==> src/rtl/m_alu_iter.sv <==
// Iterative RV32M/RV64M execution unit: registered multiply, XLEN-step restoring
// divider, RISC-V corner-case fast paths and a DIV/REM fusion cache.
module m_alu_iter #(
    parameter int XLEN    = 32,
    parameter bit FUSE_EN = 1'b1
) (
    input  logic            clk,
    input  logic            reset,
    input  logic            in_valid,
    output logic            in_ready,
    input  logic [2:0]      in_op,
    input  logic [XLEN-1:0] in_a,
    input  logic [XLEN-1:0] in_b,
    input  logic            flush,
    output logic            out_valid,
    input  logic            out_ready,
    output logic [XLEN-1:0] out_result,
    output logic            busy
);
    localparam int CW = $clog2(XLEN);
    localparam logic [XLEN-1:0] MIN_INT  = {1'b1, {(XLEN-1){1'b0}}};
    localparam logic [XLEN-1:0] ALL_ONES = '1;

    typedef enum logic [2:0] {
        S_IDLE, S_MUL, S_DIV_PREP, S_DIV_ITER, S_DIV_FIX, S_DONE
    } state_t;

    state_t          state_q;
    logic            in_ready_q, out_valid_q;
    logic [XLEN-1:0] out_result_q, res_q;
    logic [2:0]      op_q;
    logic [XLEN-1:0] a_q, b_q;
    logic [XLEN-1:0] divisor_q, quo_q, rem_q;
    logic            neg_q_q, neg_r_q;
    logic [CW-1:0]   cnt_q;
    logic            cache_valid_q, cache_signed_q;
    logic [XLEN-1:0] cache_a_q, cache_b_q, cache_quo_q, cache_rem_q;

    // Request classification at the accept edge
    logic            accept, in_signed, b_zero, sovf, special, fuse_hit;
    logic [XLEN-1:0] special_res;
    always_comb begin
        accept      = in_valid && in_ready_q && !flush;
        in_signed   = ~in_op[0];
        b_zero      = (in_b == '0);
        sovf        = in_signed && (in_a == MIN_INT) && (in_b == ALL_ONES);
        special     = in_op[2] && (b_zero || sovf);
        special_res = '0;
        if (b_zero)
            special_res = in_op[1] ? in_a : ALL_ONES;
        else
            special_res = in_op[1] ? '0 : MIN_INT;
        fuse_hit = FUSE_EN && cache_valid_q && in_op[2] && !special
                   && (in_a == cache_a_q) && (in_b == cache_b_q)
                   && (in_signed == cache_signed_q);
    end

    // Low 2*XLEN bits of the sign/zero-extended product are exact for every variant
    logic                mul_a_sgn, mul_b_sgn;
    logic [2*XLEN-1:0]   ext_a, ext_b, prod;
    logic [XLEN-1:0]     mul_res;
    always_comb begin
        mul_a_sgn = (op_q[1:0] != 2'd3);
        mul_b_sgn = ~op_q[1];
        ext_a     = {{XLEN{mul_a_sgn & a_q[XLEN-1]}}, a_q};
        ext_b     = {{XLEN{mul_b_sgn & b_q[XLEN-1]}}, b_q};
        prod      = ext_a * ext_b;
        mul_res   = (op_q[1:0] == 2'd0) ? prod[XLEN-1:0] : prod[2*XLEN-1:XLEN];
    end

    logic            div_signed;
    logic [XLEN-1:0] abs_a, abs_b, rem_d, quo_d, q_fix, r_fix;
    logic [XLEN:0]   rem_shift, diff;
    always_comb begin
        div_signed = ~op_q[0];
        abs_a      = (div_signed && a_q[XLEN-1]) ? -a_q : a_q;
        abs_b      = (div_signed && b_q[XLEN-1]) ? -b_q : b_q;
        rem_shift  = {rem_q, quo_q[XLEN-1]};
        diff       = rem_shift - {1'b0, divisor_q};
        if (!diff[XLEN]) begin
            rem_d = diff[XLEN-1:0];
            quo_d = {quo_q[XLEN-2:0], 1'b1};
        end else begin
            rem_d = rem_shift[XLEN-1:0];
            quo_d = {quo_q[XLEN-2:0], 1'b0};
        end
        q_fix = neg_q_q ? -quo_q : quo_q;
        r_fix = neg_r_q ? -rem_q : rem_q;
    end

    always_ff @(posedge clk) begin
        if (reset) begin
            state_q       <= S_IDLE;
            in_ready_q    <= 1'b1;
            out_valid_q   <= 1'b0;
            out_result_q  <= '0;
            res_q         <= '0;
            op_q          <= '0;
            a_q           <= '0;
            b_q           <= '0;
            divisor_q     <= '0;
            quo_q         <= '0;
            rem_q         <= '0;
            neg_q_q       <= 1'b0;
            neg_r_q       <= 1'b0;
            cnt_q         <= '0;
            cache_valid_q <= 1'b0;
            cache_signed_q<= 1'b0;
            cache_a_q     <= '0;
            cache_b_q     <= '0;
            cache_quo_q   <= '0;
            cache_rem_q   <= '0;
        end else if (flush && state_q != S_IDLE) begin
            state_q       <= S_IDLE;
            in_ready_q    <= 1'b1;
            out_valid_q   <= 1'b0;
            cache_valid_q <= 1'b0;
        end else begin
            case (state_q)
                S_IDLE: begin
                    if (accept) begin
                        op_q       <= in_op;
                        a_q        <= in_a;
                        b_q        <= in_b;
                        in_ready_q <= 1'b0;
                        if (!in_op[2]) begin
                            state_q <= S_MUL;
                        end else if (special) begin
                            res_q         <= special_res;
                            cache_valid_q <= 1'b0;
                            state_q       <= S_DONE;
                        end else if (fuse_hit) begin
                            res_q   <= in_op[1] ? cache_rem_q : cache_quo_q;
                            state_q <= S_DONE;
                        end else begin
                            state_q <= S_DIV_PREP;
                        end
                    end
                end
                S_MUL: begin
                    res_q   <= mul_res;
                    state_q <= S_DONE;
                end
                S_DIV_PREP: begin
                    divisor_q <= abs_b;
                    quo_q     <= abs_a;
                    rem_q     <= '0;
                    neg_q_q   <= div_signed && (a_q[XLEN-1] ^ b_q[XLEN-1]);
                    neg_r_q   <= div_signed && a_q[XLEN-1];
                    cnt_q     <= CW'(XLEN-1);
                    state_q   <= S_DIV_ITER;
                end
                S_DIV_ITER: begin
                    rem_q <= rem_d;
                    quo_q <= quo_d;
                    if (cnt_q == '0)
                        state_q <= S_DIV_FIX;
                    else
                        cnt_q <= cnt_q - CW'(1);
                end
                S_DIV_FIX: begin
                    res_q          <= op_q[1] ? r_fix : q_fix;
                    cache_valid_q  <= FUSE_EN;
                    cache_signed_q <= div_signed;
                    cache_a_q      <= a_q;
                    cache_b_q      <= b_q;
                    cache_quo_q    <= q_fix;
                    cache_rem_q    <= r_fix;
                    state_q        <= S_DONE;
                end
                S_DONE: begin
                    // First DONE cycle publishes the result; it then holds until taken
                    if (!out_valid_q) begin
                        out_valid_q  <= 1'b1;
                        out_result_q <= res_q;
                    end else if (out_ready) begin
                        out_valid_q <= 1'b0;
                        in_ready_q  <= 1'b1;
                        state_q     <= S_IDLE;
                    end
                end
                default: state_q <= S_IDLE;
            endcase
        end
    end

    assign in_ready   = in_ready_q;
    assign out_valid  = out_valid_q;
    assign out_result = out_result_q;
    assign busy       = (state_q != S_IDLE);
endmodule

==> config.mk <==
export PLATFORM = sky130hd
export DESIGN_NAME = m_alu_iter
export DESIGN_NICKNAME = d
export VERILOG_FILES = /design/src/rtl/m_alu_iter.sv
export SDC_FILE = /design/constraint.sdc
export NUM_CORES = 2
export LEC_CHECK = 0
export CORE_ASPECT_RATIO = 1.75
export CORE_MARGIN = 2
export CORE_UTILIZATION = 65
export DETAILED_ROUTE_END_ITERATION = 7
export GPL_TIMING_DRIVEN = 0
export PLACE_DENSITY = 0.83
export RECOVER_POWER = 25
export SYNTH_ARGS = -nofsm -noshare
export SYNTH_HDL_FRONTEND = slang
export SYNTH_SLANG_ARGS = --single-unit
export TNS_END_PERCENT = 30
==> constraint.sdc <==
create_clock -name clk -period 11.8 [get_ports clk]
set_input_delay 2.36 -clock clk [delete_from_list [all_inputs] [get_ports clk]]
set_output_delay 2.36 -clock clk [all_outputs]
set_load 0.005 [all_outputs]
==> run metrics, run 1 <==
num rows 145; chip width 230.0 um; mean post-synth cell area 8.525 um2; H-tree level count 1; Sink Count 368; Buffers on Ports around 100; DIE HEIGHT 399.5 um; Async SR Flop Fraction 0%; buffers from clock root to sink, at most 3; I/O Pins 107; dominant register cell in the synthesized netlist dfxtp_1; dominant combinational cell family by area after synthesis adder cells; EDFF count, synth 0; synthesized-area fraction occupied by and/or/nand/nor cells 16.69%; largest net degree at the start of global routing 25; setup fix buffers added after clock tree synthesis 0; Cell variety after synth 75; clock tree root buffer cell clkbuf_16; number of warnings issued by yosys 0; count of hold-fix buffers inserted at cts 0; Final Wtd Congestion approximately 1.2; post-synthesis net count 8264; Compound-Gate Fraction of Synth Area 10.28%; number of flip-flops and latches in the synthesized netlist ~370; total global routing track utilization 77.53%; TritonCTS Buffers 30; Placement Setup Slack 0.8192 ns; Synth Area in XOR/XNOR 3.948%; error that stopped the run [ERROR GRT-0116] Global routing finished with congestion. Check the congestion regions in the DRC Viewer.; synthesized area ~58000 um2; post_cts resized 0; gate count of the mapped netlist 6815; wire length of the first global-routing pass 525.4 mm; multiplexer fraction of the synthesized cell area about 1.5%; post-detailed-placement half-perimeter wirelength roughly 230 mm; placed cell areas 60610 um2; stage where the run ended global routing (5_1_grt); vias in the first global route 66160; initial standard-cell utilization of the core 65.35%; area share of fa/ha/maj cells after synthesis approximately 44%; sequential-to-total area share from yosys stat 12.68%; GRT overflow approximately 1100; status stopped before the end
-- Yosys cell counts, types with 30 or more instances --
cell	number	share of area, %
o221ai_1	31	0.47
mux2i_1	78	1.3
nor4_1	44	0.47
inv_1	1184	7.6
xor2_1	152	2.3
dfxtp_1	368	13
nor2_1	256	1.7
buf_1	83	0.54
and2_1	364	3.9
a21o_1	46	0.59
a211oi_1	119	1.5
o21ai_0	165	1.4
a221oi_1	39	0.59
a21oi_1	342	2.9
xnor2_1	108	1.6
o31ai_1	30	0.39
nand3_1	33	0.28
ha_1	251	5.4
nor3_1	36	0.31
fa_1	1126	39
nand2_1	1230	7.9
clkbuf_1	372	2.4
-- kinds of logic after synthesis --
kind of cell,count (synthesis)
AO/OA/AOI/OAI,934
XOR/XNOR,261
adder cells (fa/ha/maj),1377
buffers and inverters,1646
flip-flops,368
multiplexers,88
AND/OR/NAND/NOR,2141
-- layer usage --
layer / global-route usage, % / GRT overflow
met5: 22.78 / 1
met4: 82.44 / 424
met3: 59.46 / 11
met2: 96.96 / 689
met1: 75.28 / 4
-- metrics by stage --
stage / hold WS, ns / std cells
3_3_place_gp: 0.4394 / 8095
3_5_place_dp: 0.4407 / 8095
2_1_floorplan: 0.4270 / 6815
4_1_cts: 0.4522 / 8151
==> inputs of run 2 (changes only) <==
--- a/config.mk
+++ b/config.mk
@@ -5,12 +5,11 @@
 export SDC_FILE = /design/constraint.sdc
 export NUM_CORES = 2
 export LEC_CHECK = 0
-export CORE_ASPECT_RATIO = 1.75
 export CORE_MARGIN = 2
-export CORE_UTILIZATION = 65
+export CORE_UTILIZATION = 40
 export DETAILED_ROUTE_END_ITERATION = 7
 export GPL_TIMING_DRIVEN = 0
-export PLACE_DENSITY = 0.83
+export PLACE_DENSITY_LB_ADDON = 0.15
 export RECOVER_POWER = 25
 export SYNTH_ARGS = -nofsm -noshare
 export SYNTH_HDL_FRONTEND = slang
==> run metrics, run 2 <==
post-synthesis net count 8264 (unchanged); status finished, violations left; num rows 139 (-4.1%); number of hold-slack violations in the final timing report 0; number of flip-flops and latches in the synthesized netlist 368 (unchanged); Max IR drop VDD 0.1144 mV; # nets final 8416; top cell type by total area after synthesis fa_1; Setup Skew 0.03778 ns; routed wirelength normalized by instance count 29.54 um; detailed-route wire length 263.3 mm; Iteration-0 DRC Markers 4766; chip width 385.1 um (+67%); count of hold-fix buffers inserted at cts 0 (unchanged); unrepaired setup endpoints after global routing no; gate count of the mapped netlist 6815 (unchanged); sequential cell fraction of total power roughly 20%; area share of the largest cell type after synthesis 38.80% (unchanged); power share of the combinational group 60.0%; total vias in the final route just over 50000; Final Wtd Congestion 0.9960 (-15%); Placeable Area 143800 um2; summed negative setup slack over all endpoints 0 ns; later-pin clock latency in the skew report 0.61 ns; Leak Pwr 28.14 nW; most used cells in the layout excluding fill and tap cells nand2_1, inv_1, fa_1; total global routing track utilization 35.84%; Async SR Flop Fraction 0% (unchanged); die area between 100000 and 150000 um2; clock tree from TritonCTS yes; clock power share 20.3%; vias in the first global route 51770; EDFF count, synth 0 (unchanged); filler instances 14670; dominant register cell in the synthesized netlist dfxtp_1; r2r endpoint res_q[25]$_SDFFE_PP0P_; slowest cell on the critical path fa_1; largest fanout on the critical path 11; number of vias per cell after detailed routing 5.656; failing checks max-capacitance violations, max-slew violations; number of antenna violations at the first check in global routing 24; period utilization 96.72%; startpoint class of the critical path register; worst hold slack 0.4521 ns; Sink Count 368 (unchanged); number of warnings issued by yosys 0 (unchanged); most common library cell in the layout ignoring fill and taps nand2_1; initial standard-cell utilization of the core 40.39% (-25 points); pin slew with the least headroom to its limit between 1.5 and 2 ns; # DRC 0; Final Total Pwr roughly 7.4 mW; post_cts resized 0 (unchanged); ratio of total power to cell area between 100 and 150 nW/um2; mean post-synth cell area 8.525 um2 (unchanged); DRT antenna net count 0; synth cell count leaders nand2_1, inv_1, fa_1; data arrival at the endpoint of the critical path approximately 12 ns; leading cell types by total area after synthesis fa_1, dfxtp_1, nand2_1; sequential-to-total area share from yosys stat 12.68% (unchanged); Buffers on Ports 104 (unchanged); Placement Setup Slack 0.2981 ns (-0.5211 ns); capture point of the worst path res_q[25]$_SDFFE_PP0P_; number of failing setup endpoints in the final timing report 0; final setup margin a little under 0.4 ns; reg2reg path depth 26; Hold/Removal Path Class register to register; buffers from clock root to sink, at most 3 (unchanged); register-to-register path setup slack 0.39 ns; clock tree root buffer cell clkbuf_16; largest net degree at the start of global routing 25; number of search-and-repair iterations in the first detailed-routing pass 6; Final min period about 11 ns; Cell variety after synth 75 (unchanged); most frequent cell after synthesis nand2_1; fraction of layout cells with a size suffix above 1 under 10%; type of the worst setup path register to register; final count of pins violating max slew 43; DIE HEIGHT 385.1 um (-3.6%); layout overhead on the synthesized area 8.692%; Sw Pwr 3.778 mW; GRT overflow 0; setup fix buffers added after clock tree synthesis 0 (unchanged); Fmax achieved 87.62 MHz; H-tree level count 2 (+1); Switching Share around half; max_cap viols 5; launch point of the worst reg-to-reg path a_q[31]$_SDFFE_PP0P_; TritonCTS Buffers 43 (+43%); CP endpoint kind register; Crit path top cell by count fa_1; wire length of the first global-routing pass 376.1 mm; I/O Pins 107 (unchanged); Critical Path Max Stage Delay 0.90 ns; startpoint of the worst setup timing path a_q[31]$_SDFFE_PP0P_; headroom to the max-slew limit -7.187%; Clock Pin Slew Worst Setup and Hold Paths 0.07 ns; internal power of the cells 3.575 mW; post-detailed-placement half-perimeter wirelength 216.2 mm (-4.7%); worst path required time 12.31 ns; synthesized area 58100 um2 (unchanged)
## run 2: cell counts after synthesis
No cell type changed its count.
## run 2: worst min-delay path by stage
stage / start / end / slack, ns / cells after the start
after global routing: res_q[19]$_SDFFE_PP0P_ / out_result[19]$_SDFFE_PP0P_ / 0.48 / 2
after detailed placement: out_result[20]$_SDFFE_PP0P_ / out_result[20]$_SDFFE_PP0P_ / 0.45 / 2
final: out_result[18]$_SDFFE_PP0P_ / out_result[18]$_SDFFE_PP0P_ / 0.45 / 2
after CTS: out_result[20]$_SDFFE_PP0P_ / out_result[20]$_SDFFE_PP0P_ / 0.45 / 2
after floorplan: res_q[0]$_SDFFE_PP0P_ / out_result[0]$_SDFFE_PP0P_ / 0.43 / 2
after global placement: divisor_q[30]$_SDFFE_PP0P_ / divisor_q[30]$_SDFFE_PP0P_ / 0.44 / 2
## run 2: layer usage
metal / global-route usage (%) / share of wire (%) / up-vias
li1: - / - / 21400
met5: 0 / 0.026 / -
met3: 7.675 / 9.6 / 546
met1: 46.88 / 40 / 25950
met2: 56.34 / 45 / 2513
met4: 17.42 / 5.9 / 12
## run 2: layout make-up
class / instances / area (um2) / area share, %
flip-flops and latches: 368 / 7367 / 11.67
multi-input cells: 4801 / 44550 / 70.54
diodes: 11 / 27.53 / 0.04359
plain buffers: 462 / 1774 / 2.810
clock inverters: 18 / 260.3 / 0.4121
inverters: 1184 / 4444 / 7.038
repair buffers: 107 / 1077 / 1.706
well taps: 1903 / 2381 / 3.771
clock buffers: 59 / 1269 / 2.009
## run 2: stage by stage
step / util, % / std cells / area [um2]
after CTS: 43.86 / 8901 / 63090
after floorplan: - / 6815 / 58100
after global placement: 42.77 / 8822 / 61520
after global routing: 43.88 / 8902 / 63120
final: 43.90 / 8913 / 63150
after detailed placement: 42.80 / 8824 / 61560
## run 2: critical path: cells and delay by family (launching register included)
kind | cells | cell delay (ns)
fa+ha+maj | 9 | 5.29
buf+inv | 8 | 2.73
compound gates | 3 | 1.51
simple gates | 5 | 1.11
flops | 1 | 0.34
mux | 1 | 0.30
## run 2: power by group through the flow
| stage | logic (mW) | clock network, mW | registers (mW) |
|---|---|---|---|
| finish | 4.41 | 1.49 | 1.45 |
| global route | 4.70 | 1.54 | 1.46 |
| CTS | 4.31 | 1.50 | 1.45 |
| detailed placement | 4.28 | 0 | 1.48 |
| global placement | 4.27 | 0 | 1.47 |
| floorplan | 2.56 | 0 | 1.44 |
## run 2: cells by family after synthesis
logic type	after synthesis	share of synthesized area [%]
and+or+nand+nor	2141	16.69
buffers and inverters	1646	10.66
adders and majority gates	1377	44.21
AOI/OAI and AO/OA	934	10.28
DFF	368	12.68
xor gates and xnor gates	261	3.948
muxes	88	1.538
Power figures use the tool's default switching activity.
